[src/rtl/mem_arb_pkg.sv]
// Shared types and limits for the CPU/debug memory port arbiter.
package mem_arb_pkg;

  typedef enum logic [1:0] {
    IDLE  = 2'd0,
    ISSUE = 2'd1,
    WAIT  = 2'd2,
    DONE  = 2'd3
  } arb_state_t;

  typedef enum logic {
    CPU = 1'b0,
    DBG = 1'b1
  } port_id_t;

  localparam int RD_LAT_MIN = 1;
  localparam int RD_LAT_MAX = 15;

endpackage

[src/rtl/mem_arb_rr.sv]
// Combinational 2-way round-robin picker: on a tie the port that did not win last time goes.
module mem_arb_rr
  import mem_arb_pkg::*;
(
  input  logic [1:0] req,
  input  port_id_t   last_grant,
  output logic       grant_valid,
  output port_id_t   grant_id
);

  always_comb begin
    grant_valid = |req;
    grant_id    = CPU;
    case (req)
      2'b01:   grant_id = CPU;
      2'b10:   grant_id = DBG;
      2'b11:   grant_id = (last_grant == CPU) ? DBG : CPU;
      default: grant_id = CPU;
    endcase
  end

endmodule

[src/rtl/mem_port_arbiter.sv]
// Serialises CPU and debug accesses onto one memory with a fixed read latency.
// Define MEM_ARB_PERF_EN to add grant/conflict performance counters.
module mem_port_arbiter
  import mem_arb_pkg::*;
#(
  parameter int ADDR_W = 32,
  parameter int DATA_W = 32,
  parameter int RD_LAT = 1
) (
  input  logic              clk,
  input  logic              rst_n,
  input  logic              cpu_req,
  input  logic              cpu_we,
  input  logic [ADDR_W-1:0] cpu_addr,
  input  logic [DATA_W-1:0] cpu_wdata,
  output logic [DATA_W-1:0] cpu_rdata,
  output logic              cpu_ready,
  input  logic              dbg_req,
  input  logic              dbg_we,
  input  logic [ADDR_W-1:0] dbg_addr,
  input  logic [DATA_W-1:0] dbg_wdata,
  output logic [DATA_W-1:0] dbg_rdata,
  output logic              dbg_ack,
`ifdef MEM_ARB_PERF_EN
  input  logic              perf_clr,
  output logic [15:0]       perf_cpu_grants,
  output logic [15:0]       perf_dbg_grants,
  output logic [15:0]       perf_conflicts,
`endif
  output logic              mem_en,
  output logic              mem_we,
  output logic [ADDR_W-1:0] mem_addr,
  output logic [DATA_W-1:0] mem_wdata,
  input  logic [DATA_W-1:0] mem_rdata
);

  if (RD_LAT < RD_LAT_MIN || RD_LAT > RD_LAT_MAX) begin : g_bad_rd_lat
    $error("mem_port_arbiter: RD_LAT must be within 1..15");
  end

  localparam logic [3:0] LAT_INIT = 4'(RD_LAT - 1);

  arb_state_t        state_q, state_d;
  port_id_t          last_grant_q, last_grant_d;
  port_id_t          gnt_q, gnt_d;
  logic              we_q, we_d;
  logic [ADDR_W-1:0] addr_q, addr_d;
  logic [DATA_W-1:0] wdata_q, wdata_d;
  logic [3:0]        lat_cnt_q, lat_cnt_d;

  logic              grant_valid;
  port_id_t          grant_id;
  logic              grant_fire;
  logic              rd_cap;
  logic [1:0]        cap;
  logic [1:0][DATA_W-1:0] rdata;

  mem_arb_rr u_rr (
    .req         ({dbg_req, cpu_req}),
    .last_grant  (last_grant_q),
    .grant_valid (grant_valid),
    .grant_id    (grant_id)
  );

  assign grant_fire = (state_q == IDLE) && grant_valid;

  always_comb begin
    state_d      = state_q;
    last_grant_d = last_grant_q;
    gnt_d        = gnt_q;
    we_d         = we_q;
    addr_d       = addr_q;
    wdata_d      = wdata_q;
    lat_cnt_d    = lat_cnt_q;
    case (state_q)
      IDLE: begin
        if (grant_valid) begin
          gnt_d        = grant_id;
          last_grant_d = grant_id;
          if (grant_id == CPU) begin
            we_d    = cpu_we;
            addr_d  = cpu_addr;
            wdata_d = cpu_wdata;
          end else begin
            we_d    = dbg_we;
            addr_d  = dbg_addr;
            wdata_d = dbg_wdata;
          end
          state_d = ISSUE;
        end
      end
      ISSUE: begin
        if (we_q) begin
          state_d = DONE;
        end else begin
          state_d   = WAIT;
          lat_cnt_d = LAT_INIT;
        end
      end
      WAIT: begin
        if (lat_cnt_q == 4'd0) begin
          state_d = DONE;
        end else begin
          lat_cnt_d = lat_cnt_q - 4'd1;
        end
      end
      DONE:    state_d = IDLE;
      default: state_d = IDLE;
    endcase
  end

  // last_grant starts at DBG so the CPU wins the first tie after reset.
  always_ff @(posedge clk or negedge rst_n) begin
    if (!rst_n) begin
      state_q      <= IDLE;
      last_grant_q <= DBG;
      gnt_q        <= CPU;
      we_q         <= 1'b0;
      addr_q       <= '0;
      wdata_q      <= '0;
      lat_cnt_q    <= '0;
    end else begin
      state_q      <= state_d;
      last_grant_q <= last_grant_d;
      gnt_q        <= gnt_d;
      we_q         <= we_d;
      addr_q       <= addr_d;
      wdata_q      <= wdata_d;
      lat_cnt_q    <= lat_cnt_d;
    end
  end

  assign rd_cap = (state_q == WAIT) && (lat_cnt_q == 4'd0);
  assign cap[0] = rd_cap && (gnt_q == CPU);
  assign cap[1] = rd_cap && (gnt_q == DBG);

  genvar gi;
  generate
    for (gi = 0; gi < 2; gi++) begin : g_rdata
      logic [DATA_W-1:0] rdata_q;
      always_ff @(posedge clk or negedge rst_n) begin
        if (!rst_n) begin
          rdata_q <= '0;
        end else if (cap[gi]) begin
          rdata_q <= mem_rdata;
        end
      end
      assign rdata[gi] = rdata_q;
    end
  endgenerate

  assign cpu_rdata = rdata[0];
  assign dbg_rdata = rdata[1];
  assign cpu_ready = (state_q == DONE) && (gnt_q == CPU);
  assign dbg_ack   = (state_q == DONE) && (gnt_q == DBG);

  assign mem_en    = (state_q == ISSUE);
  assign mem_we    = mem_en && we_q;
  assign mem_addr  = addr_q;
  assign mem_wdata = wdata_q;

`ifdef MEM_ARB_PERF_EN
  logic [2:0]       perf_inc;
  logic [2:0][15:0] perf_cnt;

  assign perf_inc[0] = grant_fire && (grant_id == CPU);
  assign perf_inc[1] = grant_fire && (grant_id == DBG);
  assign perf_inc[2] = (state_q == IDLE) && cpu_req && dbg_req;

  generate
    for (gi = 0; gi < 3; gi++) begin : g_perf
      logic [15:0] cnt_q;
      always_ff @(posedge clk or negedge rst_n) begin
        if (!rst_n) begin
          cnt_q <= '0;
        end else if (perf_clr) begin
          cnt_q <= '0;
        end else if (perf_inc[gi] && (cnt_q != 16'hFFFF)) begin
          cnt_q <= cnt_q + 16'd1;
        end
      end
      assign perf_cnt[gi] = cnt_q;
    end
  endgenerate

  assign perf_cpu_grants = perf_cnt[0];
  assign perf_dbg_grants = perf_cnt[1];
  assign perf_conflicts  = perf_cnt[2];
`else
  logic unused_grant_fire;
  assign unused_grant_fire = grant_fire;
`endif

endmodule

[config.mk]
export PLATFORM = sky130hd
export DESIGN_NAME = mem_port_arbiter
export DESIGN_NICKNAME = d
export VERILOG_FILES = /design/src/rtl/mem_arb_pkg.sv /design/src/rtl/mem_arb_rr.sv /design/src/rtl/mem_port_arbiter.sv
export SDC_FILE = /design/constraint.sdc
export NUM_CORES = 1
export LEC_CHECK = 0
export ABC_AREA = 1
export ABC_CLOCK_PERIOD_IN_PS = 3000
export CORE_ASPECT_RATIO = 1.25
export CORE_MARGIN = 4
export CORE_UTILIZATION = 45
export CTS_CLUSTER_SIZE = 28
export DETAILED_ROUTE_END_ITERATION = 8
export GPL_ROUTABILITY_DRIVEN = 0
export PLACE_DENSITY = 0.86
export SYNTH_ARGS = -nofsm -noshare
export SYNTH_HDL_FRONTEND = slang
export SYNTH_SLANG_ARGS = --single-unit
[constraint.sdc]
create_clock -name clk -period 3 [get_ports clk]
set_input_delay 0.6 -clock clk [delete_from_list [all_inputs] [get_ports clk]]
set_output_delay 0.6 -clock clk [all_outputs]
set_load 0.005 [all_outputs]
## Yosys cells after proc, flatten, opt, wreduce, memory -nomap -nowiden

Index checks and enable logic that the tools add are counted.

- Output and inout bits: 132
- Flip-flop bits (word level): 137

- Reduce and logical (&&, ||, !) cells: 13
- Multiplexer cells: 12
- Bitwise logic cells: 1
- Equality and inequality tests: 9
- Add/sub/neg operators: 1

Operators with widths:

| operator | count |
|---|---|
| $mux W32 | 2 |
| $eq A2 B2 Y1 const B | 4 |
| $mux W4 | 2 |
| $ne A2 B2 Y1 const B | 4 |
| $pmux W2 S4 | 1 |
| $pmux W4 S2 | 1 |
| $logic_and A1 B1 Y1 | 6 |
| $logic_not A4 Y1 | 1 |
| $mux W2 | 2 |
| $reduce_and A2 Y1 | 2 |
| $sub A4 B1 Y4 const B | 1 |
| $mux W1 | 3 |
| $reduce_and A3 Y1 | 1 |
| $eq A2 B1 Y1 const B | 1 |
| $logic_not A2 Y1 | 1 |
| $pmux W1 S2 | 1 |
| $reduce_bool A2 Y1 | 1 |
| $reduce_or A2 Y1 | 1 |
| $not A1 Y1 | 1 |

## Longest topological paths before layout

- Depth after elaboration: 3
- Gate-level depth with buffers: 9
- Depth with buffers taken out: 8

## Cells and area by module

From an unflattened synthesis, not the netlist that was laid out.

- Cells, all modules: 664
- Area, all modules: 6135.9 µm²

Modules (own cells, without submodules):

| module | area each (µm²) | cells each | instances | seq. area each (µm²) |
|---|---|---|---|---|
| mem_port_arbiter | 6120.9 | 661 | 1 | 3429.5 |
| mem_arb_rr | 15.0 | 3 | 1 | 0.0 |

## Least setup slack after synthesis

Ideal clock, no wire load.

- Kind: register to register
- From: register state_q[0]
- To: register g_rdata[0].rdata_q[23], in the netlist cpu_rdata[23]
- Path slack: 1.571 ns
- Period minus slack after synthesis: 1.429 ns
- Cell stages (with the launch flop): 7
- Path buffers: 1
- Library setup time: 0.118 ns
- Arrival: 1.310 ns
- Required time: 2.882 ns
- Path through: dfrtp_1 > inv_1 > ha_1 > nand4_4 > buf_6 > nand2_1 > o21ai_2

- Word-level cells in the longest chain between the ends: 3

Ends and longest elaborated chain:

| item | line | RTL |
|---|---|---|
| start: declaration | mem_port_arbiter.sv:43 | `arb_state_t state_q, state_d;` |
| start signal: assignment | mem_port_arbiter.sv:123 | `state_q <= state_d;` |
| $eq A2 B2 Y1 | mem_port_arbiter.sv:133 | `assign rd_cap = (state_q == WAIT) && (lat_cnt_q == 4'd0);` |
| $logic_and A1 B1 Y1 | mem_port_arbiter.sv:133 |  |
| $logic_and A1 B1 Y1 | mem_port_arbiter.sv:134 | `assign cap[0] = rd_cap && (gnt_q == CPU);` |
| end signal: assignment | mem_port_arbiter.sv:145 | `rdata_q <= mem_rdata;` |
| end: declaration | mem_port_arbiter.sv:140 | `logic [DATA_W-1:0] rdata_q;` |

No other way between the ends.
A chain may end at the register's enable or synchronous reset.

## Final worst setup path

- From: register state_q[1]
- To: output port mem_we

- Word-level cells in the longest chain between the ends: 2

Ends and longest elaborated chain:

| item | line | RTL |
|---|---|---|
| $eq A2 B1 Y1 | mem_port_arbiter.sv:157 | `assign mem_en = (state_q == ISSUE);` |
| $logic_and A1 B1 Y1 | mem_port_arbiter.sv:158 | `assign mem_we = mem_en && we_q;` |
| end: declaration | mem_port_arbiter.sv:31 | `output logic mem_we,` |

No other way between the ends.

==> results.json <==
{
  "io_buffers": 297,
  "r2r_slack_ns": 0.68,
  "power_mw": 9.68,
  "die-area_mm2": 0.0164,
  "max-vdd-ir-drop_mv": 0.555,
  "worstSkewPairLatency_ns": 0.41,
  "power_density_mw_per_mm2": 966,
  "drtPass1Iterations": 5,
  "cts_made_buffers": 17,
  "fillCellCount": 1072,
  "clock.fmax_ghz": 0.417,
  "tns_ns": 0,
  "skew_ns": 0.0110,
  "yosys.area.top_type": "dfrtp_1",
  "cp.arrival_ns": 1.80,
  "synth.top_cell.area_share_pct": 52.7,
  "grt.overflow.total": 0,
  "crit_slowest_cell": "clkdlybuf4s50_1",
  "drtAntennaViolNets": 0,
  "crit_chain": "inv_1 > ha_1 > nand2_1 > inv_1 > clkdlybuf4s50_1",
  "syn_inst": 795,
  "post_cts_resized": 0,
  "worstMarginPinSlew_ns": 1.07,
  "n_antenna_cell": 0,
  "grt_pass1_vias": 5968,
  "post_cts.repair.setup_buffers": 0,
  "start_kind": "register",
  "final_hold_viol_count": 0,
  "drv_slew": 0,
  "core_mm2": 0.0139,
  "maxCapViolations": 0,
  "wl_mm": 19.0,
  "critPathMaxStageDelay_ns": 0.52,
  "rsz0062_at_grt": "false",
  "vias": 5945,
  "wire_per_inst_um": 15.0,
  "worstSetupPathType": "reg -> out",
  "yosysWarnings": 0,
  "grt_max_degree": 67,
  "grt_pass1_wl_mm": 30.1,
  "cts-root-buf": "clkbuf_16",
  "start_util_pct": 46.4,
  "ys_types": 18,
  "area_growth_pct": 55.1,
  "outcome": "completed",
  "crit_family": "buffers and inverters",
  "final-setup-viol-count": 0,
  "die_y_um": 142,
  "hpwl_mm": 14.3,
  "path_max_fanout": 5,
  "endpoint_kind": "output pin",
  "chipWidth_um": 115,
  "cts_buffer_depth": 2,
  "path_clk_slew_ns": 0.06,
  "top_level_ports": 298,
  "place_ws_ns": 0.591,
  "critPathBufInv": 3,
  "syn_area_per_cell_um2": 8.13,
  "syn_area_mm2": 0.00646,
  "ctsHoldBuffers": 0,
  "htreeDepth": 4,
  "drive_gt1_share_pct": 8.88,
  "cts_sinks": 137,
  "drtIter0Drc": 468,
  "crit_top_cell": "inv_1",
  "synth.area.top_cells": "dfrtp_1, nand2_1, o21ai_2",
  "slew_headroom_pct": 29.0,
  "synth_fp_nets": 968,
  "grtUsageTotal_pct": 23.4,
  "worstPathRequired_ns": 2.40,
  "routed_via_density": 4.69,
  "finalWorstSetupSlack_ns": 0.604,
  "ys_seq_elements": 137,
  "synth_seq_area_share_pct": 53.1,
  "finalCritPeriodShare_pct": 79.9,
  "period_needed_ns": 2.40,
  "drc": 0,
  "p_leak_nw": 5.04,
  "finalNetCount": 1252,
  "antenna_found_initial": 0,
  "hold_class": "in -> async",
  "cts_tree": "built",
  "fp-row-count": 48
}
-- through the flow --
| step | hold slack [ns] | instances | instance area, um2 | utilization [%] |
|---|---|---|---|---|
| after global placement | 0.461 | 1235 | 9410 | 67.6 |
| after detailed placement | 0.464 | 1235 | 9410 | 67.6 |
| after CTS | 0.166 | 1267 | 10000 | 72.0 |
| after global routing | 0.182 | 1267 | 10000 | 72.0 |
| after floorplan | 0.304 | 795 | 6460 | - |
| final | 0.154 | 1267 | 10000 | 72.0 |
-- cells in the final DEF (no fill, tap or decap) --
cell type	instances
nand2_1	486
clkdlybuf4s50_1	296
dfrtp_1	136
o21ai_2	48
inv_1	41
o21ai_1	17
clkbuf_16	17
ha_1	7
buf_4	7
nor2_1	4
nand3_1	4
clkinv_4	4
inv_2	3
clkinvlp_4	3
bufinv_16	3
nand3b_1	2
nand4_4	2
inv_6	2
nand2_2	1
o21ai_4	1
nor2_4	1
xor2_1	1
clkbuf_1	1
clkinv_2	1
clkbuf_8	1
buf_6	1
dfstp_2	1
buf_12	1
-- final cells by class --
type                    count  area (um2)  share of cell area (%)
flip-flops and latches    137        3430                    34.2
inverters                  44         165                    1.65
well taps                 175         219                    2.18
clock inverters            13         170                    1.70
multi-input cells         574        2550                    25.5
clock buffers              19         443                    4.42
repair buffers            305        3050                    30.4
-- report_power, final --
group | internal, mW | switching, mW
sequential | 2.73 | 0.486
clock | 1.34 | 0.806
combinational | 2.31 | 2.01
-- logic make-up after synthesis --
| kind of cell | share of synthesized area, % |
|---|---|
| buffers and inverters | 7.61 |
| and+or+nand+nor | 29.9 |
| AOI/OAI and AO/OA | 7.96 |
| xor gates and xnor gates | 0.136 |
| adders and majority gates | 1.35 |
| DFF | 53.1 |
-- layer usage --
| layer | global-route usage, % | wire (um) | up-vias |
|---|---|---|---|
| met5 | 0 | 0 | - |
| li1 | - | - | 2979 |
| met2 | 39.6 | 9310 | 257 |
| met1 | 27.9 | 7200 | 2683 |
| met3 | 8.93 | 2080 | 26 |
| met4 | 6.55 | 416 | 0 |
-- flip-flops by register name, summed over array words and instances (netlist names) --
register / cells
mem_wdata: 32
state_q: 2
mem_addr: 32
lat_cnt_q: 4
last_grant_q: 1
cpu_rdata: 32
gnt_q: 1
dbg_rdata: 32
we_q: 1
-- path summary, 6_finish.rpt --
check	start	end	cells past startpoint
max	state_q[1]	mem_we	5
min	rst_n	cpu_rdata[5]	1
max reg2reg	state_q[0]	dbg_rdata[23]	5
min reg2reg	mem_wdata[7]	mem_wdata[7]	2
max in group asynchronous	rst_n	dbg_rdata[12]	2
min in group clk	mem_wdata[7]	mem_wdata[7]	2
-- synthesized netlist by cell type, drive strengths merged --
cell,instances
nand2,487
dfrtp,136
o21ai,66
inv,44
buf,36
ha,7
nor2,5
clkbuf,4
nand3,4
nand3b,2
nand4,2
dfstp,1
xor2,1
Power figures use the tool's default switching activity.
